===== src/rtl/alu_exec_ctrl.sv =====
// Execute stage around the combinational ALU: accepts a load or ALU request,
// owns the accumulator and flag register, and hands the result downstream.
module alu_exec_ctrl #(
    parameter int WIDTH   = 16,
    parameter int OP_W    = 4,
    parameter int NUM_OPS = 8
) (
    input  logic             clk,
    input  logic             rst_n,
    input  logic             in_valid,
    output logic             in_ready,
    input  logic             in_load,
    input  logic [OP_W-1:0]  in_op,
    input  logic [WIDTH-1:0] in_operand,
    output logic [WIDTH-1:0] alu_a,
    output logic [WIDTH-1:0] alu_b,
    output logic [OP_W-1:0]  alu_op,
    input  logic [WIDTH:0]   alu_res,
    input  logic [1:0]       alu_flag,
    output logic             out_valid,
    input  logic             out_ready,
    output logic [WIDTH-1:0] out_data,
    output logic [1:0]       out_flag,
    output logic             out_err
);

    typedef enum logic [1:0] {
        S_IDLE,
        S_EXEC,
        S_DONE
    } state_t;

    localparam logic [OP_W:0] LP_NUM_OPS = NUM_OPS[OP_W:0];

    state_t           r_state;
    state_t           w_next;
    logic [WIDTH-1:0] r_acc;
    logic [WIDTH-1:0] r_b;
    logic [OP_W-1:0]  r_op;
    logic [1:0]       r_flags;
    logic             r_err;
    logic             r_live;
    logic             w_accept;
    logic             w_illegal;
    logic             w_unused_carry;

    // Carry is taken from alu_flag[1]; the result MSB is informational only.
    assign w_unused_carry = alu_res[WIDTH];

    // r_live keeps in_ready low until the first clock edge after reset release.
    assign in_ready  = r_live && (r_state == S_IDLE);
    assign w_accept  = in_valid && in_ready;
    assign w_illegal = ({1'b0, in_op} >= LP_NUM_OPS);

    always_comb begin
        w_next = r_state;
        case (r_state)
            S_IDLE: begin
                if (w_accept) begin
                    w_next = (in_load || w_illegal) ? S_DONE : S_EXEC;
                end
            end
            S_EXEC: w_next = S_DONE;
            S_DONE: begin
                if (out_ready) begin
                    w_next = S_IDLE;
                end
            end
            default: w_next = S_IDLE;
        endcase
    end

    always_ff @(posedge clk or negedge rst_n) begin
        if (!rst_n) begin
            r_state <= S_IDLE;
        end else begin
            r_state <= w_next;
        end
    end

    always_ff @(posedge clk or negedge rst_n) begin
        if (!rst_n) begin
            r_acc   <= '0;
            r_b     <= '0;
            r_op    <= '0;
            r_flags <= '0;
            r_err   <= 1'b0;
            r_live  <= 1'b0;
        end else begin
            r_live <= 1'b1;
            if (w_accept) begin
                if (in_load) begin
                    r_acc <= in_operand;
                    r_err <= 1'b0;
                end else if (w_illegal) begin
                    r_err <= 1'b1;
                end else begin
                    r_b   <= in_operand;
                    r_op  <= in_op;
                    r_err <= 1'b0;
                end
            end
            if (r_state == S_EXEC) begin
                r_acc   <= alu_res[WIDTH-1:0];
                r_flags <= alu_flag;
            end
        end
    end

    assign alu_a     = r_acc;
    assign alu_b     = r_b;
    assign alu_op    = r_op;
    assign out_valid = (r_state == S_DONE);
    assign out_data  = r_acc;
    assign out_flag  = r_flags;
    assign out_err   = r_err;

endmodule


===== config.mk =====
export PLATFORM = sky130hd
export DESIGN_NAME = alu_exec_ctrl
export DESIGN_NICKNAME = d
export VERILOG_FILES = /design/src/rtl/alu_exec_ctrl.sv
export SDC_FILE = /design/constraint.sdc
export NUM_CORES = 1
export LEC_CHECK = 0
export ABC_AREA = 1
export CORE_MARGIN = 8
export CORE_UTILIZATION = 30
export CTS_BUF_LIST = sky130_fd_sc_hd__clkbuf_2 sky130_fd_sc_hd__clkbuf_4 sky130_fd_sc_hd__clkbuf_8
export DETAILED_ROUTE_END_ITERATION = 6
export GPL_TIMING_DRIVEN = 0
export SYNTH_ARGS = -nofsm -noshare
export SYNTH_HDL_FRONTEND = slang
export SYNTH_SLANG_ARGS = --single-unit

===== constraint.sdc =====
create_clock -name clk -period 1.4 [get_ports clk]
set_input_delay 0.35 -clock clk [delete_from_list [all_inputs] [get_ports clk]]
set_output_delay 0.35 -clock clk [all_outputs]
set_load 0.02 [all_outputs]

==> results of run 1 <==
worst reg2reg max path, stage by stage, from the launching register on:
cell and delay [ns]:
dfrtp_1 0.42, buf_4 0.17, nor2_4 0.11, nand3_4 0.11
nor2_4 0.23, buf_6 0.15, nand2_1 0.06, nand2_1 0.07
power by group:
part           switching, µW  internal, µW
Combinational           1300          1230
Clock                    409           417
Sequential               200          1540
Total                   1910          3190
state kept, by name, summed over array words and instances (netlist names):
| register | count |
|---|---|
| r_state | 2 |
| alu_a | 16 |
| alu_b | 16 |
| r_live | 1 |
| out_err | 1 |
| alu_op | 4 |
| out_flag | 2 |
through the flow:
step / setup WS, ns / power, µW / util (%)
3_5_place_dp: -0.3974 / 4233 / 47.15
5_1_grt: -0.1212 / 5421 / 53.22
6_report: -0.07514 / 5106 / 53.22
2_1_floorplan: 0.06676 / 2967 / -
3_3_place_gp: -1.188 / 4203 / 46.93
4_1_cts: -0.09936 / 5192 / 51.43
synthesized netlist by cell type:
master      n  share of area (%)
nand2_1   114                 21
conb_1      1               0.18
nand2_2     2               0.61
nand3_4     1               0.85
buf_4      19                6.9
inv_2       1               0.18
clkbuf_1    1               0.18
nand4_1     2               0.61
o21ai_0     2               0.49
inv_1       7                1.3
buf_2       7                1.7
nand3_1    50                 12
buf_6       2                1.1
nor2_2      4                1.2
nor2_1      2               0.36
nand3_2     1               0.49
dfrtp_1    42                 51
logic make-up after synthesis:
logic type | after synthesis | share of synthesized area (%)
DFF | 42 | 50.97
other | 1 | 0.1819
AOI/OAI and AO/OA | 2 | 0.4855
buffers and inverters | 37 | 11.35
and+or+nand+nor | 176 | 37.01
worst min path at each step:
stage                         startpoint               endpoint  slack, ns  cells past startpoint
CTS                 alu_b[9]$_DFFE_PN0P_   alu_b[9]$_DFFE_PN0P_       0.47                      2
global route        alu_b[2]$_DFFE_PN0P_   alu_b[2]$_DFFE_PN0P_       0.50                      2
floorplan                          rst_n   alu_a[0]$_DFFE_PN0P_       0.05                      0
detailed placement                 rst_n  alu_b[10]$_DFFE_PN0P_       0.28                      1
global placement    alu_b[9]$_DFFE_PN0P_   alu_b[9]$_DFFE_PN0P_       0.45                      2
finish              alu_b[0]$_DFFE_PN0P_   alu_b[0]$_DFFE_PN0P_       0.47                      2
layer usage:
| layer | vias up | part of all wire (%) | wire length, µm |
|---|---|---|---|
| met1 | 1010 | 47 | 3310 |
| met2 | 92 | 44 | 3124 |
| li1 | 1073 | - | - |
| met4 | 0 | 0.75 | 53 |
| met5 | - | 0 | 0 |
| met3 | 7 | 8.2 | 582 |
area by class of cell:
class	count	area [µm²]	share of cell area, %
Buffer	16	136.4	3.814
Clock buffer	7	90.09	2.519
Clock inverter	1	5.005	0.1400
Inverter	8	30.03	0.8397
Multi-Input combinational cell	179	827.0	23.13
Sequential cell	42	1051	29.39
Tap cell	80	100.1	2.799
Timing Repair Buffer	141	1336	37.37
timing repair:
item                       4_1_cts  5_1_grt
hold endpoints to repair        13        0
setup endpoints to repair       77       53
buffers inserted                23       16
gates resized for setup        171       37
pin swaps                        1        5
hold buffers                     1        0
gates cloned                     0        3
==> impl_results.md, run 1 <==
- Critical path origin: r_live$_DFF_PN0_
- Detailed-route via count: 2182
- Worst Path Arrival: 1.13 ns
- Peak supply drop: 549.5 µV
- Final hold viol count: 0
- DIE HEIGHT: 98.91 µm
- Drt pass-1 iters: 4
- Worst hold slack: 0.4681 ns
- Max capacitance violation total: 0
- First-pass GRT wire length: 10820 µm
- RSZ-0062 raised after global routing: true
- Fillers: 662
- Slew Viols, Final: 0
- # diodes: 0
- Cell Count, Final, Fillers Out: 474
- Reg2reg end: alu_b[3]$_DFFE_PN0P_
- Syn avg cell area: 7.992 µm²
- CP max stage delay: 0.43 ns
- Pleak: 0.001909 µW
- # rows: 30
- Post-synth cell types: 17
- Hold Crit Class: reg -> reg
- Die X: 98.91 µm
- Reg-to-reg startpoint: r_state[0]$_DFFE_PN0P_
- Post-DP Area: 3168 µm²
- Crit path kind: reg -> out
- DP Cell Count: 438
- Register area share after synthesis: 50.97%
- Vias per cell: 4.603
- Critical Path RT: 1.05 ns
- 1st-iter DRT viols: 66
- Final Critical Period: 1.475 ns
- GRT Util Overall: 13.78%
- Final setup viols: 2
- Worst Setup EP: in_ready
- DR WL/cell: 14.92 µm
- Layout area overhead: 73.42%
- Run status: complete, but fails checks
- CTS Sinks: 42
- GRT Residual Overflow: 0
- Number of port buffers: 99
- CTS tree: done
- Number of buffer and inverter stages on the critical path: 2
- Violated checks: negative setup slack
- Vias in the first global route: 2178
- GRT busiest layer: met2
- Mapped cell area: 2062 µm²
- DP Wirelength: 5094 µm
- CTS buffer count: 5
- CP startpoint kind: register
- Remaining DRCs: 0
- Final wirelength: 7071 µm
- Cell count along the critical path: 3
- Fmax: 677.9 MHz
- Met1 Use GR: 18.71%
- Syn. warnings: 0
- Max stage delay cell, worst path: dfrtp_1
- Pin count of the biggest net entering global routing: 30
- Number of nets in the layout: 437
- CTS H-Tree Depth: 2
- Commonest non-fill, non-tap cells in the layout: nand2_1 (112), nand3_1 (50), dfrtp_1 (42), clkdlybuf4s50_1 (41), buf_6 (37)
- Worst setup EP type: output pin
- IO Pins: 101
- Clock Path Buffers: 2
- Clock Skews: 0.005649 ns
- Syn nets: 302
- FF-to-FF path depth: 7
- Root buffer cell: clkbuf_8
- Final setup TNS: -0.1121 ns
- Core ar.: 6719 µm²
- Met3 Usage GRT: 4.510%
- Initial antenna violation count: 0
- Reg clk slew, reported paths: 0.08 ns
- R2R setup slack: 0.01 ns
- Share of cells above drive strength 1: 24.87%
- Skew-Pair Late Insertion Delay: 0.29 ns
- Starting Density: 30.69%
- Post-synthesis cell count: 258
- Cell family with most CP delay: flip-flops
- M2 GR Usage: 20.69%
- Max FO, Critical Path: 3
- Cells along the critical path: inv_1, nor2_4, buf_6
- Final instance area: 3576 µm²
- Part of the cycle the worst path needs: 105.4%
- Yosys reg bits: 42
- Leading cell type in the layout, fill and taps excluded: nand2_1
- Gp weighted congestion: 0.8116
- Final antenna-violating net count: 0
- Die area: 9782 µm²
- Worst setup margin: -0.07514 ns
- Pwr/cell area: 1428 nW/µm²
(Power assumes the default switching activity.)
==> run 2: changes to the inputs <==
--- a/config.mk
+++ b/config.mk
@@ -6,11 +6,12 @@
 export NUM_CORES = 1
 export LEC_CHECK = 0
 export ABC_AREA = 1
+export CAP_MARGIN = 30
 export CORE_MARGIN = 8
 export CORE_UTILIZATION = 30
 export CTS_BUF_LIST = sky130_fd_sc_hd__clkbuf_2 sky130_fd_sc_hd__clkbuf_4 sky130_fd_sc_hd__clkbuf_8
 export DETAILED_ROUTE_END_ITERATION = 6
-export GPL_TIMING_DRIVEN = 0
+export GPL_TIMING_DRIVEN = 1
 export SYNTH_ARGS = -nofsm -noshare
 export SYNTH_HDL_FRONTEND = slang
 export SYNTH_SLANG_ARGS = --single-unit
==> run 2 against run 1 <==
Compared with the run above: the flow still finishes with violations (negative setup slack); critical path depth is 1 higher; final area shrank 8.1%; register-to-register slack improved by 0.02 ns; power decreased by 8.0%; worst hold slack worse by 0.44 ns; sequential power about the same; clock skew about the same; critical endpoint unchanged; largest cell class unchanged.
==> impl_results.md, run 2 (synthesis results as in run 1) <==
- CTS buffer count: 5 (unchanged)
- DP Cell Count: 425 (-3.0%)
- Commonest non-fill, non-tap cells in the layout: nand2_1 (112), dfrtp_1 (42), nand3_1 (41), clkdlybuf4s50_1 (41), dlygate4sd2_1 (23)
- Gp weighted congestion: 0.7890 (-2.8%)
- Clock Path Buffers: 2 (unchanged)
- Final setup TNS: -0.04926 ns (+0.06287 ns)
- Fillers: 690 (+4.2%)
- Fmax: 690.0 MHz (+1.8%)
- Pwr/cell area: 1430 nW/µm² (+0.12%)
- Pleak: 0.001706 µW (-11%)
- Part of the cycle the worst path needs: 103.5% (-1.8 points)
- Pin count of the biggest net entering global routing: 43 (+43%)
- Final setup viols: 1 (-1)
- GRT Residual Overflow: 0 (unchanged)
- Reg clk slew, reported paths: 0.08 ns (about the same)
- R2R setup slack: 0.03 ns (+0.02 ns)
- Reg2reg end: alu_a[0]$_DFFE_PN0P_
- Remaining DRCs: 0 (unchanged)
- Max capacitance violation total: 0 (unchanged)
- FF-to-FF path depth: 8 (+1)
- Core Util, Final: 48.92% (-4.3 points)
- Die X: 98.91 µm (unchanged)
- Final antenna-violating net count: 0 (unchanged)
- Peak supply drop: 482.2 µV (-12%)
- CTS H-Tree Depth: 2 (unchanged)
- DP Wirelength: 5059 µm (-0.68%)
- Number of port buffers: 99 (unchanged)
- DR WL/cell: 15.41 µm (+3.3%)
- Core ar.: 6719 µm² (unchanged)
- CTS Sinks: 42 (unchanged)
- 1st-iter DRT viols: 50 (-24%)
- Vias per cell: 4.654 (+1.1%)
- GRT Util Overall: 13.52% (-0.25 points)
- Worst setup margin: -0.04926 ns (+0.02588 ns)
- Run status: complete, but fails checks
- Critical path origin: r_state[1]$_DFFE_PN0P_
- Final Critical Period: 1.449 ns (-0.02588 ns)
- Drt pass-1 iters: 4 (unchanged)
- Post-DP Area: 3122 µm² (-1.5%)
- # diodes: 0 (unchanged)
- Final wirelength: 6720 µm (-5.0%)
- Critical Path RT: 1.05 ns (about the same)
- Number of nets in the layout: 399 (-8.7%)
- IO Pins: 101 (unchanged)
- Detailed-route via count: 2029 (-7.0%)
- Slew Viols, Final: 0 (unchanged)
- Reg-to-reg startpoint: r_state[1]$_DFFE_PN0P_
- Root buffer cell: clkbuf_8
- Violated checks: negative setup slack
- Final hold viol count: 0 (unchanged)
- Clock Skews: 0.005302 ns (-0.0003470 ns)
- Starting Density: 30.69% (unchanged)
- Worst hold slack: 0.02463 ns (-0.4435 ns)
- CTS tree: done
- Max FO, Critical Path: 4 (+1)
- Vias in the first global route: 2069 (-5.0%)
- RSZ-0062 raised after global routing: true
- Worst setup EP type: output pin
- Leading cell type in the layout, fill and taps excluded: nand2_1
- Die area: 9782 µm² (unchanged)
- Cell Count, Final, Fillers Out: 436 (-8.0%)
- Crit path kind: reg -> out
- Worst Path Arrival: 1.10 ns (-0.03 ns)
- Initial antenna violation count: 0 (unchanged)
- Skew-Pair Late Insertion Delay: 0.30 ns (about the same)
- Layout area overhead: 59.41%
- Share of cells above drive strength 1: 17.13% (-7.7 points)
- CP startpoint kind: register
- Hold Crit Class: in -> async
- First-pass GRT wire length: 10540 µm (-2.6%)
- DIE HEIGHT: 98.91 µm (unchanged)
- Final instance area: 3287 µm² (-8.1%)
- # rows: 30 (unchanged)
-- run 2: cell count changes in the layout (fill, tap and decap cells not counted), moves of 3 or more --
| cell | previous run | this run |
|---|---|---|
| buf_12 | 1 | 4 |
| buf_2 | 5 | 1 |
| buf_4 | 31 | 14 |
| buf_6 | 37 | 3 |
| clkbuf_2 | 2 | 10 |
| clkdlybuf4s15_1 | 10 | 22 |
| dlygate4sd2_1 | 27 | 23 |
| nand3_1 | 50 | 41 |
| nand3_2 | 0 | 9 |
-- run 2: power breakdown --
part | internal [µW] | leakage (µW) | switching, µW
Clock | 498 | 0.0000575 | 416
Combinational | 836 | 0.00112 | 1190
Sequential | 1540 | 0.000530 | 213
-- run 2: layer usage --
layer / up-vias / part of all wire (%) / wire (µm) / GRT usage [%]
met5: - / 0 / 0 / 0
li1: 992 / - / - / -
met3: 6 / 8.5 / 568 / 5.144
met4: 0 / 0.88 / 59 / 3.542
met2: 80 / 46 / 3075 / 21.15
met1: 951 / 45 / 3017 / 16.95
-- run 2: how the worst max path moves through the flow --
| stage | end |
|---|---|
| 2_1_floorplan | alu_b[10]$_DFFE_PN0P_ |
| 3_3_place_gp | alu_b[4]$_DFFE_PN0P_ |
| 3_5_place_dp | alu_b[8]$_DFFE_PN0P_ |
| 4_1_cts | alu_a[0]$_DFFE_PN0P_ |
| 5_1_grt | in_ready |
| 6_report | in_ready |
-- run 2: cell type report --
type	instances	area, µm²	area share, %
clock buffer	8	110.1	3.350
inverter	8	30.03	0.9136
multi-input combinational	179	864.6	26.30
sequential	42	1051	31.98
tap	80	100.1	3.045
timing repair buffer	119	1131	34.41
-- run 2: timing repair --
| item | 4_1_cts | 5_1_grt |
|---|---|---|
| resized for setup | 71 | 57 |
| hold endpoints to repair | 0 | 0 |
| hold buffers | 0 | 0 |
| pin swaps | 0 | 9 |
| buffers inserted | 0 | 2 |
| endpoints found under the setup margin | 85 | 70 |
| gates cloned | 0 | 1 |
-- run 2: worst max-delay path: stages, from the launching register on --
cell and delay, ns:
dfrtp_1 0.40, inv_2 0.10, nand2_2 0.07, nor2_4 0.12, buf_6 0.12
-- run 2: through the flow --
step	power, µW	setup WS [ns]
after floorplan	2967	0.06676
after global placement	4058	-0.2000
after detailed placement	4098	-0.2100
after CTS	4681	-0.06215
after global routing	4980	-0.1094
final	4699	-0.04926
